### src/rtl/proc_mem_responder.sv
// proc_mem_responder
//   Memory-mapped responder on the processor's external bus. It decodes the
//   processor's registered ADDR/DOUT/W outputs and is the only driver of DIN.
//   It holds the instruction/data RAM, an LED register, a synchronized switch
//   port and a programmable down-counting timer with a sticky expiry flag.
//
//   Address map (ADDR[15:12]):
//     0x0 RAM (index ADDR[RAM_AW-1:0], higher bits alias)
//     0x1 LEDR          0x2 SW (read-only)
//     0x3 timer: ADDR[1:0] = 0 TCTRL {AUTO,EN}, 1 TLOAD, 2 TCOUNT (ro),
//                            3 TSTAT {FLAG}, write 1 to bit0 clears
//     others read 0, writes ignored
//
// Ports:
//   Clock  in   system clock, rising edge
//   Reset  in   synchronous active-high reset
//   ADDR   in   [15:0] word address
//   DOUT   in   [15:0] write data
//   W      in   write strobe
//   DIN    out  [15:0] combinational read data
//   SW     in   [SW_W-1:0] asynchronous switches
//   LEDR   out  [LED_W-1:0] LED register
//   TIRQ   out  timer expiry flag (level)
module proc_mem_responder #(
  parameter int RAM_AW   = 7,
  parameter int LED_W    = 10,
  parameter int SW_W     = 10,
  parameter int PRESCALE = 1
) (
  input  logic              Clock,
  input  logic              Reset,
  input  logic [15:0]       ADDR,
  input  logic [15:0]       DOUT,
  input  logic              W,
  output logic [15:0]       DIN,
  input  logic [SW_W-1:0]   SW,
  output logic [LED_W-1:0]  LEDR,
  output logic              TIRQ
);

  localparam int PS_W = (PRESCALE > 1) ? $clog2(PRESCALE) : 1;
  localparam logic [PS_W-1:0] PS_RELOAD = PS_W'(PRESCALE - 1);

  logic [15:0]       mem [2**RAM_AW];
  logic [LED_W-1:0]  led_reg;
  logic [SW_W-1:0]   sw_meta_reg;
  logic [SW_W-1:0]   sw_sync_reg;
  logic              en_reg;
  logic              auto_reg;
  logic [15:0]       tload_reg;
  logic [15:0]       tcount_reg;
  logic              flag_reg;
  logic [PS_W-1:0]   presc_reg;

  logic [RAM_AW-1:0] ram_idx;
  logic              wr;
  logic              sel_ram, sel_led, sel_tmr;
  logic              wr_ctrl, wr_load, wr_stat;
  logic              tick, expire;
  logic [15:0]       rdata;

  assign ram_idx = ADDR[RAM_AW-1:0];
  // A write strobe during reset never reaches any target, RAM included.
  assign wr      = W && !Reset;
  assign sel_ram = (ADDR[15:12] == 4'h0);
  assign sel_led = (ADDR[15:12] == 4'h1);
  assign sel_tmr = (ADDR[15:12] == 4'h3);
  assign wr_ctrl = wr && sel_tmr && (ADDR[1:0] == 2'd0);
  assign wr_load = wr && sel_tmr && (ADDR[1:0] == 2'd1);
  assign wr_stat = wr && sel_tmr && (ADDR[1:0] == 2'd3);

  assign tick   = en_reg && (presc_reg == '0);
  assign expire = tick && (tcount_reg == 16'd0);

  // RAM has no reset; contents survive Reset.
  always_ff @(posedge Clock) begin
    if (wr && sel_ram) begin
      mem[ram_idx] <= DOUT;
    end
  end

  always_ff @(posedge Clock) begin
    if (Reset) begin
      led_reg     <= '0;
      sw_meta_reg <= '0;
      sw_sync_reg <= '0;
      en_reg      <= 1'b0;
      auto_reg    <= 1'b0;
      tload_reg   <= 16'd0;
      tcount_reg  <= 16'd0;
      flag_reg    <= 1'b0;
      presc_reg   <= PS_RELOAD;
    end else begin
      sw_meta_reg <= SW;
      sw_sync_reg <= sw_meta_reg;

      if (wr && sel_led) begin
        led_reg <= DOUT[LED_W-1:0];
      end

      // Enabling through TCTRL restarts the prescale period.
      if (wr_ctrl && DOUT[0]) begin
        presc_reg <= PS_RELOAD;
      end else if (en_reg) begin
        presc_reg <= (presc_reg == '0) ? PS_RELOAD : presc_reg - 1'b1;
      end

      // Explicit TCTRL write overrides the one-shot auto-disable.
      if (wr_ctrl) begin
        en_reg   <= DOUT[0];
        auto_reg <= DOUT[1];
      end else if (expire && !auto_reg) begin
        en_reg <= 1'b0;
      end

      if (wr_load) begin
        tload_reg <= DOUT;
      end

      // TLOAD write beats any tick-driven change of the count.
      if (wr_load) begin
        tcount_reg <= DOUT;
      end else if (tick) begin
        if (tcount_reg != 16'd0) begin
          tcount_reg <= tcount_reg - 16'd1;
        end else if (auto_reg) begin
          tcount_reg <= tload_reg;
        end
      end

      // Expiry set takes priority over a same-cycle clear.
      if (expire) begin
        flag_reg <= 1'b1;
      end else if (wr_stat && DOUT[0]) begin
        flag_reg <= 1'b0;
      end
    end
  end

  always_comb begin
    rdata = 16'h0000;
    case (ADDR[15:12])
      4'h0: rdata = mem[ram_idx];
      4'h1: rdata = 16'(led_reg);
      4'h2: rdata = 16'(sw_sync_reg);
      4'h3: begin
        case (ADDR[1:0])
          2'd0:    rdata = {14'd0, auto_reg, en_reg};
          2'd1:    rdata = tload_reg;
          2'd2:    rdata = tcount_reg;
          default: rdata = {15'd0, flag_reg};
        endcase
      end
      default: rdata = 16'h0000;
    endcase
  end

  assign DIN  = rdata;
  assign LEDR = led_reg;
  assign TIRQ = flag_reg;

  // Address bits between the RAM index and the region nibble are don't-care.
  logic unused_addr_bits;
  assign unused_addr_bits = ^ADDR[11:RAM_AW];

endmodule

### config.mk
export PLATFORM = sky130hd
export DESIGN_NAME = proc_mem_responder
export DESIGN_NICKNAME = d
export VERILOG_FILES = /design/src/rtl/proc_mem_responder.sv
export SDC_FILE = /design/constraint.sdc
export NUM_CORES = 2
export LEC_CHECK = 0
export BUFFER_PORTS_ARGS = -buffer_cell sky130_fd_sc_hd__clkbuf_2
export CAP_MARGIN = 20
export CORE_MARGIN = 2
export CORE_UTILIZATION = 62
export CTS_BUF_LIST = sky130_fd_sc_hd__clkbuf_4 sky130_fd_sc_hd__clkbuf_8
export CTS_CLUSTER_DIAMETER = 100
export DETAILED_ROUTE_END_ITERATION = 6
export PLACE_DENSITY = 0.75
export SLEW_MARGIN = 20
export SYNTH_ARGS = -nofsm -noshare
export SYNTH_HDL_FRONTEND = slang
export SYNTH_SLANG_ARGS = --single-unit
### constraint.sdc
create_clock -name Clock -period 4 [get_ports Clock]
set_input_delay 0.2 -clock Clock [delete_from_list [all_inputs] [get_ports Clock]]
set_output_delay 0.2 -clock Clock [all_outputs]
set_load 0.03 [all_outputs]
==> impl_metrics.json <==
{
  "peakVddDrop_uv": 274,
  "hold_viol_final": 0,
  "max_freq_ghz": 0.255,
  "syn_area_sq_mm": 0.0829,
  "synth_cells": 4576,
  "rows": 134,
  "slew_headroom_pct": 27.8,
  "tns_ns": 0,
  "synth-edff-count": 2048,
  "ff2ff_setup_slack_ns": 1.35,
  "fin_cells": 7106,
  "outcome": "complete, no violations",
  "final_antenna_net_count": 0,
  "yosysTopAreaCell": "edfxtp_1",
  "antenna_found_initial": 13,
  "cap_violations": 0,
  "final_nets": 5146,
  "drc": 0,
  "pre_cts_slack_ns": 0.245,
  "firstDrtPassIters": 6,
  "synth_nets": 4623,
  "slew_violations": 0,
  "finalCriticalPeriod_ns": 3.93,
  "die_height_um": 370,
  "holdWs_ns": 0.139,
  "grt_setup_unrepaired": "false",
  "numPortBuffers": 66,
  "cts.clk_slew.worst_paths_ns": 0.06,
  "synth_top_cell_area_share_pct": 74.2,
  "wire_per_inst_um": 31.4,
  "ys_ff_latch": 2113,
  "cp.required_ns": 3.80,
  "cts_buffers": 337,
  "clock_skew_ns": 0.0302,
  "place.gp.congestion": 0.917,
  "area_delta_synth_final_pct": 13.8,
  "yosys-top-cells-area": "edfxtp_1, mux4_2, mux2i_1",
  "dieArea_sq_mm": 0.137,
  "yosys_warnings": 0,
  "crit_arrival_ns": 3.73,
  "die_w_um": 370,
  "fin_util_pct": 70.9,
  "grt_pass1_vias": 46400,
  "power.total_mw": 44.3,
  "finalCritPeriodShare_pct": 98.1,
  "coreArea_sq_mm": 0.133,
  "postCtsSetupBuffers": 0,
  "layout-drive-gt1-share_pct": 23.8,
  "routed-via-count": 48100,
  "cp_max_fo": 1,
  "placed_cells": 6481,
  "cts_tree": "done",
  "hold_path_class": "in -> reg",
  "cts_buffer_depth": 4,
  "ys.flop_type": "edfxtp_1",
  "yosysSeqAreaShare_pct": 75.7,
  "clock-sinks": 2113,
  "largest_reg_flops": 2048,
  "grt_overflow": 0,
  "ioPinCount": 72,
  "wirelength_um": 223000,
  "syn-mean-instance-area_sq_um": 18.1,
  "layout_common_cells": "edfxtp_1, buf_4, clkbuf_8",
  "cp-start-kind": "flip-flop",
  "tightest_slew_ns": 1.08,
  "placed_cell_area_sq_mm": 0.0876,
  "cts_root_buf": "clkbuf_8",
  "design_area_sq_mm": 0.0944,
  "grt_max_degree": 112,
  "cts_max_level": 5,
  "start_util_pct": 62.3,
  "routed_via_density": 6.76,
  "powerDensity_mw_per_mm2": 469,
  "setup_ws_ns": 0.0747,
  "grt_usage_pct": 32.8,
  "crit_type": "reg -> out",
  "p_leak_nw": 30.6,
  "synth_cell_type_count": 67,
  "clock_latency_ns": 1.03,
  "critPathCaptureType": "output pin",
  "grt_pass1_wl_um": 319000,
  "drtIter0Drc": 6977,
  "final_common_cell": "edfxtp_1",
  "dpl.hpwl_um": 135000,
  "async_flop_share_pct": 0,
  "setup_viol": 0
}
-- layout make-up --
cell class / count / area [sq um]
antenna: 6 / 15.0
clock inverter: 133 / 737
fill: 7991 / 38800
sequential: 2113 / 62800
timing repair buffer: 518 / 4400
tap: 1768 / 2210
inverter: 5 / 26.3
clock buffer: 439 / 5450
multi-input combinational: 2124 / 18700
-- layer usage --
metal,global-route usage (%),up-vias,share of wire (%)
li1,-,19900,-
met1,45.6,24200,36
met3,9.20,526,13
met5,0,-,0.054
met2,49.4,3432,46
met4,14.3,18,4.5
-- Yosys cell counts, types with 4 or more instances --
library cell  number
edfxtp_1        2048
a21oi_1          276
mux4_2           257
mux2i_1          241
o2bb2ai_1        236
o22ai_1          225
nor2_1           188
clkbuf_1         149
buf_2            146
nand3_1          140
nand3b_1         112
nand2_1           94
dfxtp_1           65
a41oi_1           47
a22oi_1           39
nor2b_1           27
o21ai_0           27
and3b_1           25
buf_4             19
mux2_2            19
o22a_1            16
buf_1             15
a41o_1            13
nor4_1            13
a311oi_1          11
o41ai_1            9
a2bb2oi_1          8
o211ai_1           7
xor2_1             7
o21ai_1            6
a211o_1            5
buf_6              5
a222oi_1           4
a31oi_1            4
inv_1              4
nand2b_1           4
nor3_1             4
nor4b_2            4
nor4bb_1           4
or2_2              4
xnor2_1            4
-- worst max-delay path, stage by stage (launching register included) --
cell      delay (ns)
edfxtp_1        0.38
mux4_2          0.49
o22ai_1         0.39
a41oi_1         0.18
buf_4           0.21
nor4_1          0.53
buf_4           0.24
o22ai_1         0.08
clkbuf_2        0.20
-- what timing repair did --
action | in CTS | in global routing
endpoints found under the hold margin | 1238 | 0
hold buffers | 46 | 0
gates resized for setup | 4 | 4
endpoints found under the setup margin | 4 | 3
-- worst paths after layout --
path | from | endpoint | cells past startpoint
setup / recovery | mem[0][9] | DIN[9] | 8
hold / removal | ADDR[12] | tload_reg[3] | 5
setup reg to reg | tcount_reg[6] | tcount_reg[9] | 5
hold reg to reg | sw_meta_reg[3] | sw_sync_reg[3] | 1
-- report_power, final --
part | total, mW | leakage [nW] | switching, mW | internal, mW
Sequential | 24.3 | 18.9 | 0.0162 | 24.3
Combinational | 2.62 | 8.37 | 1.75 | 0.867
Clock | 17.3 | 3.27 | 8.07 | 9.27
Total | 44.3 | 30.6 | 9.84 | 34.4
-- logic make-up after synthesis --
group,after synthesis,synth area share (%)
simple gates,648,4.23
fa+ha+maj,2,0.0302
xor+xnor,11,0.116
compound gates,945,7.85
buf+inv,339,1.89
mux,518,10.2
flops,2113,75.7
Note: power is estimated with default switching activity, not from simulation.
